$ cat config.mk
export PLATFORM = sky130hd
export DESIGN_NAME = gate_ctrl
export DESIGN_NICKNAME = d
export VERILOG_FILES = /design/src/rtl/gate_pkg.sv /design/src/rtl/gate_tick_cnt.sv /design/src/rtl/gate_ctrl.sv
export SDC_FILE = /design/constraint.sdc
export NUM_CORES = 1
export LEC_CHECK = 0
export CORE_MARGIN = 1.5
export CORE_UTILIZATION = 40
export CTS_CLUSTER_DIAMETER = 80
export DETAILED_ROUTE_END_ITERATION = 7
export MAX_ROUTING_LAYER = met4
export PLACE_DENSITY = 0.61
export SYNTH_ARGS = -nofsm -noshare
export SYNTH_HDL_FRONTEND = slang
export SYNTH_SLANG_ARGS = --single-unit
export TNS_END_PERCENT = 50
$ cat constraint.sdc
create_clock -name clk -period 2.7 [get_ports clk]
set_input_delay 0.405 -clock clk [delete_from_list [all_inputs] [get_ports clk]]
set_output_delay 0.405 -clock clk [all_outputs]
set_load 0.01 [all_outputs]
$ cat src/rtl/gate_pkg.sv
// Shared gate-controller types: state encodings, light encodings, output payload.
package gate_pkg;

  localparam int unsigned STATE_W = 3;
  localparam int unsigned LIGHT_W = 2;
  localparam int unsigned CNT_W   = 8;

  // Gate state encodings
  localparam logic [STATE_W-1:0] ST_INIT    = 3'd0;
  localparam logic [STATE_W-1:0] ST_OPEN    = 3'd1;
  localparam logic [STATE_W-1:0] ST_WARN    = 3'd2;
  localparam logic [STATE_W-1:0] ST_CLOSING = 3'd3;
  localparam logic [STATE_W-1:0] ST_CLOSED  = 3'd4;
  localparam logic [STATE_W-1:0] ST_OPENING = 3'd5;
  localparam logic [STATE_W-1:0] ST_FAULT   = 3'd6;

  typedef enum logic [STATE_W-1:0] {
    S_INIT    = ST_INIT,
    S_OPEN    = ST_OPEN,
    S_WARN    = ST_WARN,
    S_CLOSING = ST_CLOSING,
    S_CLOSED  = ST_CLOSED,
    S_OPENING = ST_OPENING,
    S_FAULT   = ST_FAULT
  } gate_state_e;

  // Light encodings shared with the traffic light FSM; 2'b11 reads as RED
  localparam logic [LIGHT_W-1:0] LIGHT_RED    = 2'b00;
  localparam logic [LIGHT_W-1:0] LIGHT_GREEN  = 2'b01;
  localparam logic [LIGHT_W-1:0] LIGHT_YELLOW = 2'b10;

  // Output payload decoded from the gate state
  typedef struct packed {
    logic motor_up;
    logic motor_down;
    logic gate_closed;
    logic warn;
    logic fault;
  } gate_out_t;

  // Anything that is neither GREEN nor YELLOW is treated as RED
  function automatic logic light_is_red(input logic [LIGHT_W-1:0] l);
    return !((l == LIGHT_GREEN) || (l == LIGHT_YELLOW));
  endfunction

endpackage

$ cat src/rtl/gate_tick_cnt.sv
// Tick counter for timed gate states; done fires on the target-th tick.
module gate_tick_cnt
  import gate_pkg::*;
(
  input  logic             clk,
  input  logic             rst_n,
  input  logic             clr,
  input  logic             en,
  input  logic             tick,
  input  logic [CNT_W-1:0] target,
  output logic             done
);

  logic [CNT_W-1:0] cnt_q;

  // Count ticks while enabled; a clear (state change) takes priority
  always_ff @(posedge clk or negedge rst_n) begin
    if (!rst_n) begin
      cnt_q <= '0;
    end else if (clr) begin
      cnt_q <= '0;
    end else if (en && tick) begin
      cnt_q <= cnt_q + CNT_W'(1);
    end
  end

  // N ticks elapsed: tick arrives while count == N-1
  assign done = en && tick && (cnt_q == (target - CNT_W'(1)));

endmodule

$ cat src/rtl/gate_ctrl.sv
// Barrier-gate controller: opens on GREEN, closes on RED, holds on YELLOW,
// reverses on obstruction, latches FAULT on timeout or contradictory limits.
// Optional pre-close warning state enabled by defining GATE_WARN_EN.
module gate_ctrl
  import gate_pkg::*;
#(
  parameter int unsigned MOVE_TIMEOUT = 6,
  parameter int unsigned WARN_DUR     = 2
) (
  input  logic               clk,
  input  logic               rst_n,
  input  logic               tick,
  input  logic [LIGHT_W-1:0] light_state,
  input  logic               lim_open,
  input  logic               lim_closed,
  input  logic               obstacle,
  input  logic               fault_clr,
  output logic               motor_up,
  output logic               motor_down,
  output logic               gate_closed,
  output logic               warn,
  output logic               fault,
  output logic [STATE_W-1:0] gate_state
);

  gate_state_e      state_q, state_d;
  gate_out_t        out_d, out_q;
  logic             is_red, is_green, timed, cnt_clr, elapsed;
  logic [CNT_W-1:0] target;

  // Light decode and timer selection for the current state
  always_comb begin
    is_red   = light_is_red(light_state);
    is_green = (light_state == LIGHT_GREEN);
    timed    = (state_q == S_WARN) || (state_q == S_CLOSING) || (state_q == S_OPENING);
    target   = (state_q == S_WARN) ? CNT_W'(WARN_DUR) : CNT_W'(MOVE_TIMEOUT);
    cnt_clr  = (state_d != state_q);
  end

  gate_tick_cnt u_tick_cnt (
    .clk    (clk),
    .rst_n  (rst_n),
    .clr    (cnt_clr),
    .en     (timed),
    .tick   (tick),
    .target (target),
    .done   (elapsed)
  );

  // State register
  always_ff @(posedge clk or negedge rst_n) begin
    if (!rst_n) begin
      state_q <= S_INIT;
    end else begin
      state_q <= state_d;
    end
  end

  // Next-state logic, first matching rule wins
  always_comb begin
    state_d = state_q;
    if ((state_q != S_FAULT) && lim_open && lim_closed) begin
      state_d = S_FAULT;
    end else begin
      unique case (state_q)
        S_INIT:    state_d = lim_open ? S_OPEN : S_OPENING;
`ifdef GATE_WARN_EN
        S_OPEN:    if (is_red) state_d = S_WARN;
        S_WARN: begin
          if (!is_red)      state_d = S_OPEN;
          else if (elapsed) state_d = S_CLOSING;
        end
`else
        S_OPEN:    if (is_red) state_d = S_CLOSING;
`endif
        S_CLOSING: begin
          if (obstacle || is_green) state_d = S_OPENING;
          else if (lim_closed)      state_d = S_CLOSED;
          else if (elapsed)         state_d = S_FAULT;
        end
        S_CLOSED:  if (is_green) state_d = S_OPENING;
        S_OPENING: begin
          if (lim_open)     state_d = S_OPEN;
          else if (elapsed) state_d = S_FAULT;
        end
        S_FAULT:   if (fault_clr) state_d = S_INIT;
        default:   state_d = S_INIT;
      endcase
    end
  end

  // Output decode from next state so registered outputs track the state register
  always_comb begin
    out_d             = '0;
    out_d.motor_up    = (state_d == S_OPENING);
    out_d.motor_down  = (state_d == S_CLOSING);
    out_d.gate_closed = (state_d == S_CLOSED);
    out_d.fault       = (state_d == S_FAULT);
`ifdef GATE_WARN_EN
    out_d.warn        = (state_d == S_WARN);
`else
    out_d.warn        = 1'b0;
`endif
  end

  // Output register; async reset drops the motors immediately
  always_ff @(posedge clk or negedge rst_n) begin
    if (!rst_n) begin
      out_q <= '0;
    end else begin
      out_q <= out_d;
    end
  end

  assign motor_up    = out_q.motor_up;
  assign motor_down  = out_q.motor_down;
  assign gate_closed = out_q.gate_closed;
  assign warn        = out_q.warn;
  assign fault       = out_q.fault;
  assign gate_state  = state_q;

endmodule

### Word-level counts from Yosys, hierarchy flattened

Cells that the tools add are included.

* flip-flop bits (word level): 15
* input bits: 9
* output and inout bits: 8
* word-level logic and storage cells: 46

* add/subtract/negate cells: 2
* eq/ne operators: 15
* muxes and demuxes: 13
* reductions and logical operators: 10

Operator list (count)
* 3-bit two-way mux: 10
* 3-bit == test, second input constant: 6
* 3-bit case mux with 6 select lines: 1
* 8-bit two-way mux: 2
* 3-bit by 2-bit == test with 1-bit output, second input constant: 3
* 8-bit by 1-bit adder with 8-bit output, second input constant: 1
* 8-bit == test: 1
* 1-bit logical AND: 4
* 1-bit logical OR: 4
* 3-bit by 1-bit subtractor with 4-bit output, second input constant: 1
* 3-bit by 1-bit == test with 1-bit output, second input constant: 1
* 3-bit logical NOT: 1
* 3-bit != test: 1
* 3-bit != test, second input constant: 1
* 2-bit by 1-bit == test with 1-bit output, second input constant: 1
* 2-bit == test, second input constant: 1
* 2-bit nonzero test: 1

### Longest topological paths before layout

Gate-level depths: netlist of run 1.

* depth in word-level cells: 12
* gate-level depth with buffers: 8
* gate-level depth less buffers: 8

### Cells and area by module

Synthesis of run 1 repeated with hierarchy kept, for this count alone.

* cells, all modules: 131
* area total of the unflattened synthesis: 1104.8 sq um

By module, submodules not included
* gate_tick_cnt: times used 1, cells an instance 72, area an instance 628.1 sq um
* gate_ctrl: times used 1, cells an instance 59, area an instance 476.7 sq um

### Least setup slack after synthesis of run 1

No wires, ideal clock.

* path type: flip-flop to flip-flop
* start: register state_q[1], in the netlist gate_state[1]
* end: register u_tick_cnt.cnt_q[1]
* library setup time: 107 ps
* arrival time: 1749 ps
* required time: 2593 ps
* slack: 845 ps
* cell stages (with the launch flop): 8
* path buffers: 1
* period minus slack after synthesis: 1855 ps
* cells stage by stage: dfrtp_1 > buf_6 > nor2b_2 > o2111ai_2 > nor2_2 > o21a_1 > o221a_4 > a2111oi_4

* cells in the longest elaborated chain, start to end: 12

Ends and longest elaborated chain
* start: declaration: line gate_ctrl.sv:26 `gate_state_e state_q, state_d;`
* start signal: assignment: line gate_ctrl.sv:55 `state_q <= state_d;`
* 3-bit by 2-bit == test with 1-bit output (on tied branches): line gate_ctrl.sv:35, gate_ctrl.sv:36, gate_ctrl.sv:65
* 3-bit two-way mux or 1-bit logical OR (tied branches): line gate_ctrl.sv:36, gate_ctrl.sv:35
* 3-bit by 1-bit subtractor with 4-bit output or 1-bit logical OR (tied branches): line gate_tick_cnt.sv:28, gate_ctrl.sv:35
* 8-bit == test or 1-bit logical AND (tied branches): line gate_tick_cnt.sv:28, gate_tick_cnt.sv:22
* 1-bit logical AND: line gate_tick_cnt.sv:28 `assign done = en && tick && (cnt_q == (target - CNT_W'(1)));`
* 3-bit two-way mux: line gate_ctrl.sv:79, gate_ctrl.sv:84
* 3-bit two-way mux: line gate_ctrl.sv:78 `else if (lim_closed) state_d = S_CLOSED;`
* 3-bit two-way mux: line gate_ctrl.sv:77 `if (obstacle || is_green) state_d = S_OPENING;`
* 3-bit case mux with 6 select lines: line gate_ctrl.sv:65 `unique case (state_q)`
* 3-bit two-way mux: line gate_ctrl.sv:62 `if ((state_q != S_FAULT) && lim_open && lim_closed) begin`
* 3-bit != test: line gate_ctrl.sv:37 `cnt_clr = (state_d != state_q);`
* 8-bit two-way mux or 2-bit nonzero test (tied branches)
* end signal: assignment: line gate_tick_cnt.sv:23 `cnt_q <= cnt_q + CNT_W'(1);`
* end: declaration: line gate_tick_cnt.sv:14 `logic [CNT_W-1:0] cnt_q;`

Several ways; a longest one is shown, not always the timed one.
A chain may end at the register's enable or synchronous reset.

### Worst setup path in the final report of run 1

* start: input port light_state[1]
* end: register u_tick_cnt.cnt_q[0]

* cells in the longest elaborated chain, start to end: 7

Ends and longest elaborated chain
* start: declaration: line gate_ctrl.sv:13 `input logic [LIGHT_W-1:0] light_state,`
* 2-bit by 1-bit == test with 1-bit output or 2-bit == test (tied branches): line gate_pkg.sv:43, gate_ctrl.sv:34
* 1-bit logical OR (on tied branches): line gate_ctrl.sv:77, gate_pkg.sv:43
* 3-bit two-way mux (on tied branches): line gate_ctrl.sv:77, gate_ctrl.sv:74
* 3-bit case mux with 6 select lines *: line gate_ctrl.sv:65
* 3-bit two-way mux *: line gate_ctrl.sv:62
* 3-bit != test *: line gate_ctrl.sv:37
* 8-bit two-way mux or 2-bit nonzero test (tied branches)

Mark *: on every way between the ends. The rest lies on a longest branch, timed or not.

==> results of run 1 <==
## flip-flops by register name, indices dropped and copies added, names as in the netlist
signal / flops
fault: 1
gate_closed: 1
gate_state: 3
motor_down: 1
motor_up: 1
u_tick_cnt.cnt_q: 8
## where the power goes
part | internal, mW | switching [mW] | total, mW
clock network | 0.0551 | 0.0719 | 0.127
logic | 0.273 | 0.328 | 0.601
registers | 0.273 | 0.0747 | 0.348
total | 0.601 | 0.475 | 1.08
## final timing paths
check,to,start,slack [ns]
setup / recovery,u_tick_cnt.cnt_q[0],light_state[1],0.43
hold / removal,u_tick_cnt.cnt_q[0],rst_n,0.52
setup reg to reg,u_tick_cnt.cnt_q[1],gate_state[2],0.63
hold reg to reg,u_tick_cnt.cnt_q[7],u_tick_cnt.cnt_q[7],0.56
max in group asynchronous,gate_state[1],rst_n,1.75
min in group clk,u_tick_cnt.cnt_q[7],u_tick_cnt.cnt_q[7],0.56
## synthesized netlist by cell type, drive strengths merged
cell and count:
a31oi 1, xnor2 5, a211oi 1, o311ai 1, a22oi 1, a311oi 1, nand3 3, nor2 12
o21a 3, a21oi 2, maj3 1, and2 2, or2 1, dfrtp 15, xor2 3, nor3 11
nor3b 2, nand2b 1, nand4 3, o22ai 3, o21ai 6, o221a 2, inv 5, ha 3
o2111ai 1, and3b 1, o211ai 1, nor4b 1, a21o 1, nor4 1, nand2 9, conb 1
a2111oi 1, and3 2, buf 7, nor2b 3
## cell type report
cell class / count / area [sq um] / share of cell area (%)
multi-input combinational: 90 / 618 / 49.7
sequential: 15 / 375 / 30.2
timing repair buffer: 17 / 165 / 13.3
tap: 30 / 37.5 / 3.02
clock buffer: 3 / 22.5 / 1.81
inverter: 5 / 18.8 / 1.51
clock inverter: 1 / 5.00 / 0.403
## per-layer routing
metal,global-route usage [%],wire [microns],share of wire [%],vias up
li1,-,-,-,445
met1,24.2,1080,48,427
met2,28.6,1040,46,27
met3,1.37,98,4.3,6
met4,7.50,36,1.6,0
met5,-,0,0,-
## metrics by stage
stage	utilization [%]	hold slack, ns
2_1_floorplan	-	0.109
3_3_place_gp	48.6	0.547
3_5_place_dp	48.6	0.542
4_1_cts	49.7	0.536
5_1_grt	49.7	0.561
6_report	49.7	0.519
## cell families (layout without fill, tap and decap cells)
kind of cell / Yosys count / in the layout / share of synthesized area (%)
xor gates and xnor gates: 8 / 8 / 6.56
DFF: 15 / 15 / 35.1
buffers and inverters: 12 / 26 / 7.03
other: 1 / 1 / 0.351
adders and majority gates: 4 / 4 / 4.45
AOI/OAI and AO/OA: 25 / 25 / 20.6
and+or+nand+nor: 52 / 52 / 25.9
==> impl_metrics.py, run 1 <==
metrics = {
    "outcome": {
        "outcome": "finished clean",
    },
    "cells_and_area": {
        "syn2layout_area_growth_pct": 16.3,
        "nets": 144,
        "final_design_area_no_fill_sq_um": 1240,
        "drive_gt1_share_pct": 12.2,
        "antenna_cells": 0,
        "layout_common_cells": "15 x dfrtp_1, 15 x clkdlybuf4s50_1, 11 x nor2_1, 11 x nor3_1, 9 x nand2_1",
        "fillers": 255,
        "layoutNonFillerInstCount": 161,
    },
    "timing": {
        "max_slew_margin_pct": 55.2,
        "setup_viol": 0,
        "max_freq_mhz": 441,
        "skew_ns": 0.00466,
        "fin_setup_tns_ns": 0,
        "fin_ws_ns": 0.432,
        "rsz0062_at_grt": "false",
        "fin_crit_sh_pct": 84.0,
        "final_hold_viol_count": 0,
        "period_needed_ns": 2.27,
        "worstMarginPinSlew_ns": 0.669,
        "drv_slew": 0,
    },
    "critical_path": {
        "crit_required_ns": 2.86,
        "cp-end-kind": "register",
        "crit_top_cell": "nor3_1",
        "cp-start-kind": "primary input",
        "path_delay_family": "compound AO/OA/AOI/OAI gates",
        "crit_chain": "clkdlybuf4s50_1, inv_1, ha_1, nor3_1, a22oi_1, nor2b_1, a211oi_1, o21ai_2, nor3_1",
        "reg2regPathDepth": 6,
        "cp_slowest_cell": "clkdlybuf4s50_1",
        "path_class": "primary input to register",
        "critical_path.max_stage_delay_ns": 0.45,
        "arrival_ns": 2.43,
        "crit_fanout": 8,
        "cp.depth": 9,
        "cp_num_buf_inv": 2,
    },
    "power_and_ir_drop": {
        "total_power_mw": 1.08,
        "powerDensity_nw_per_um2": 866,
        "p_leak_nw": 0.479,
        "vdd_drop_max_mv": 0.707,
    },
    "floorplan": {
        "dieArea_sq_um": 2990,
        "die_h_microns": 54.7,
        "die_x_microns": 54.7,
        "pin_count": 17,
        "initial_core_util_pct": 42.7,
        "rows": 18,
        "coreArea_sq_um": 2500,
    },
    "route": {
        "routed_via_density": 5.62,
        "vias": 905,
        "dr.pass1.iters": 4,
        "drc": 0,
        "wl_microns": 2260,
        "wl_per_cell_microns": 14.0,
        "initialDrtViolationCount": 26,
        "ant_nets": 0,
    },
    "placement": {
        "dp_hpwl_microns": 1660,
        "gp_congestion": 0.882,
        "port-buffer-count": 15,
        "post-place-ws_ns": 0.133,
        "placed_cells": 157,
        "place_area_sq_um": 1210,
    },
    "global_route": {
        "grtUsageTotal_pct": 18.2,
        "grt_max_degree": 16,
        "antenna_found_initial": 0,
        "grt_pass1_vias": 879,
        "grt_pass1_wl_microns": 3840,
        "overflow": 0,
    },
    "clock_network": {
        "root_buffer": "clkbuf_4",
        "clock_sinks": 15,
        "cts_max_path_buffers": 2,
        "clock_latency_ns": 0.29,
        "cts_repair_resize_count": 0,
        "cts_max_level": 1,
        "cts.clk_slew.worst_paths_ns": 0.09,
        "cts_tree": "yes",
        "postCtsSetupRepairBufs": 0,
        "holdBufCountCts": 0,
        "cts_buffers": 3,
    },
    "worst_hold_path": {
        "hp-class": "primary input to asynchronous set/reset pin",
    },
    "synthesis": {
        "synth_area_sq_um": 1070,
        "yosys_warnings": 0,
        "syn_avg_cell_area_sq_um": 9.13,
        "ys_ff_latch": 15,
        "synth_top_cell_by_area": "dfrtp_1",
        "syn_inst": 117,
        "syn-num-nets": 129,
        "yosys-top-cells-area": "dfrtp_1 35%, nor3_1 5.2%, xnor2_1 4.1%, nor2_1 3.9%, ha_1 3.5%",
        "ys_seq_area_share_pct": 35.1,
        "yosysTopAreaCellShare_pct": 35.1,
        "ys_types": 45,
    },
    "run": {
        "max-cap-violations": 0,
    },
}
No activity file was read; power rests on OpenSTA's default activity.
==> run 2: changes to the inputs <==
- clock period: 2.7 -> 2.18 ns (I/O delays scaled with it)
==> run 2 against run 1 <==
Net effect: flip-flop and latch count did not move; cell area rose by 7.6%; utilization rose by 3.8 points; critical path type unchanged; largest cell class unchanged; hold slack got worse by 0.10 ns.
==> impl_metrics.py, run 2 (synthesized netlist as in run 1, its figures left out) <==
metrics = {
    "placement": {
        "dp_hpwl_microns": 1830,
        "port-buffer-count": 15,
        "placed_cells": 166,
        "gp_congestion": 0.940,
    },
    "clock_network": {
        "postCtsSetupRepairBufs": 0,
        "cts.clk_slew.worst_paths_ns": 0.09,
        "cts_max_path_buffers": 2,
        "cts_max_level": 1,
        "cts_repair_resize_count": 0,
        "cts_tree": "yes",
        "holdBufCountCts": 0,
        "root_buffer": "clkbuf_4",
        "cts_buffers": 3,
        "clock_latency_ns": 0.29,
        "clock_sinks": 15,
    },
    "run": {
        "max-cap-violations": 0,
    },
    "route": {
        "dr.pass1.iters": 4,
        "ant_nets": 0,
        "top_layer_used": "met4",
        "vias": 921,
        "initialDrtViolationCount": 30,
        "wirelength_met1_microns": 1180,
        "routed_via_density": 5.42,
        "wl_per_cell_microns": 14.2,
        "wl_microns": 2420,
        "dr_wl_met3_microns": 74,
        "drc": 0,
        "met2_length_microns": 1120,
    },
    "timing": {
        "drv_slew": 0,
        "rsz0062_at_grt": "false",
        "max_slew_margin_pct": 57.1,
        "period_needed_ns": 2.05,
        "fin_crit_sh_pct": 94.2,
        "hold_slack_ns": 0.419,
        "skew_ns": 0.00587,
        "final_hold_viol_count": 0,
        "worstMarginPinSlew_ns": 0.641,
        "max_freq_mhz": 487,
        "setup_viol": 0,
    },
    "power_and_ir_drop": {
        "vdd_drop_max_mv": 0.878,
        "p_leak_nw": 0.528,
        "powerDensity_nw_per_um2": 1060,
    },
    "critical_path": {
        "arrival_ns": 2.25,
        "worstSetupStartpoint": "light_state[1]",
        "path_class": "primary input to register",
        "crit_required_ns": 2.38,
        "reg2regPathDepth": 6,
        "r2r_end": "u_tick_cnt.cnt_q[1]",
        "endpoint": "u_tick_cnt.cnt_q[1]",
        "cp-end-kind": "register",
        "cp-start-kind": "primary input",
        "crit_fanout": 8,
        "reg2reg_from": "gate_state[2]",
        "r2r_slack_ns": 0.19,
    },
    "cells_and_area": {
        "regMostFlops": "u_tick_cnt.cnt_q",
        "largest_reg_flops": 8,
        "final_util_pct": 53.5,
        "fillers": 232,
        "drive_gt1_share_pct": 19.3,
        "layoutNonFillerInstCount": 170,
        "multi_input_area_sq_um": 644,
        "antenna_cells": 0,
        "nets": 153,
        "layout_common_cells": "15 x dfrtp_1, 15 x clkdlybuf4s50_1, 11 x nor2_1, 11 x buf_4, 10 x nor3_1",
        "regArea_sq_um": 375,
        "syn2layout_area_growth_pct": 25.1,
    },
    "outcome": {
        "outcome": "finished clean",
    },
    "floorplan": {
        "pin_count": 17,
        "coreArea_sq_um": 2500,
        "dieArea_sq_um": 2990,
        "initial_core_util_pct": 42.7,
        "rows": 18,
        "die_h_microns": 54.7,
        "die_x_microns": 54.7,
    },
    "global_route": {
        "grt_pass1_wl_microns": 3880,
        "antenna_found_initial": 0,
        "grtUsageTotal_pct": 19.3,
        "grt_pass1_vias": 847,
        "overflow": 0,
        "grt_max_degree": 16,
    },
    "worst_hold_path": {
        "hp-class": "primary input to asynchronous set/reset pin",
    },
}
## run 2: worst min path at each step
stage          depth (start not counted)             endpoint  slack (ns)                 from
6_report                               1  u_tick_cnt.cnt_q[6]        0.42                rst_n
2_1_floorplan                          0                fault        0.03                rst_n
3_3_place_gp                           2  u_tick_cnt.cnt_q[7]        0.55  u_tick_cnt.cnt_q[7]
3_5_place_dp                           2  u_tick_cnt.cnt_q[7]        0.55  u_tick_cnt.cnt_q[7]
5_1_grt                                1  u_tick_cnt.cnt_q[6]        0.48                rst_n
4_1_cts                                1  u_tick_cnt.cnt_q[6]        0.44                rst_n
## run 2: power breakdown
| group | switching (mW) | leakage (nW) | internal (mW) |
|---|---|---|---|
| Clock | 0.0953 | 0.0177 | 0.0684 |
| Sequential | 0.0524 | 0.200 | 0.339 |
| Combinational | 0.470 | 0.310 | 0.386 |
## run 2: final cells by class
type | instances | share of cell area (%)
Inverter | 5 | 1.40
Clock inverter | 1 | 0.375
Sequential cell | 15 | 28.1
Timing Repair Buffer | 26 | 17.4
Tap cell | 30 | 2.81
Multi-Input combinational cell | 90 | 48.2
Clock buffer | 3 | 1.69
## run 2: worst max-delay path, stage by stage
cell and delay, ns:
clkdlybuf4s50_1 0.45, inv_1 0.04, ha_1 0.26, nor3b_1 0.14, o21ai_1 0.12, o311ai_1 0.19, a211oi_2 0.31, o21ai_4 0.14
a2111oi_4 0.28
## run 2: metrics by stage
| step | worst slack [ns] | instance area, sq um | setup TNS, ns | total power, mW |
|---|---|---|---|---|
| final | 0.125 | 1340 | 0 | 1.41 |
| after global routing | 0.0252 | 1340 | 0 | 1.52 |
| after CTS | 0.0362 | 1310 | 0 | 1.39 |
| after detailed placement | -0.266 | 1280 | -1.97 | 1.22 |
| after global placement | -0.208 | 1280 | -1.43 | 1.21 |
| after floorplan | 0.325 | 1070 | 0 | 0.948 |
## run 2: layer usage
| layer | up-vias | GRT usage (%) |
|---|---|---|
| li1 | 466 | - |
| met1 | 434 | 25.1 |
| met2 | 18 | 29.4 |
| met3 | 3 | 3.01 |
| met4 | 0 | 9.17 |
| met5 | - | - |
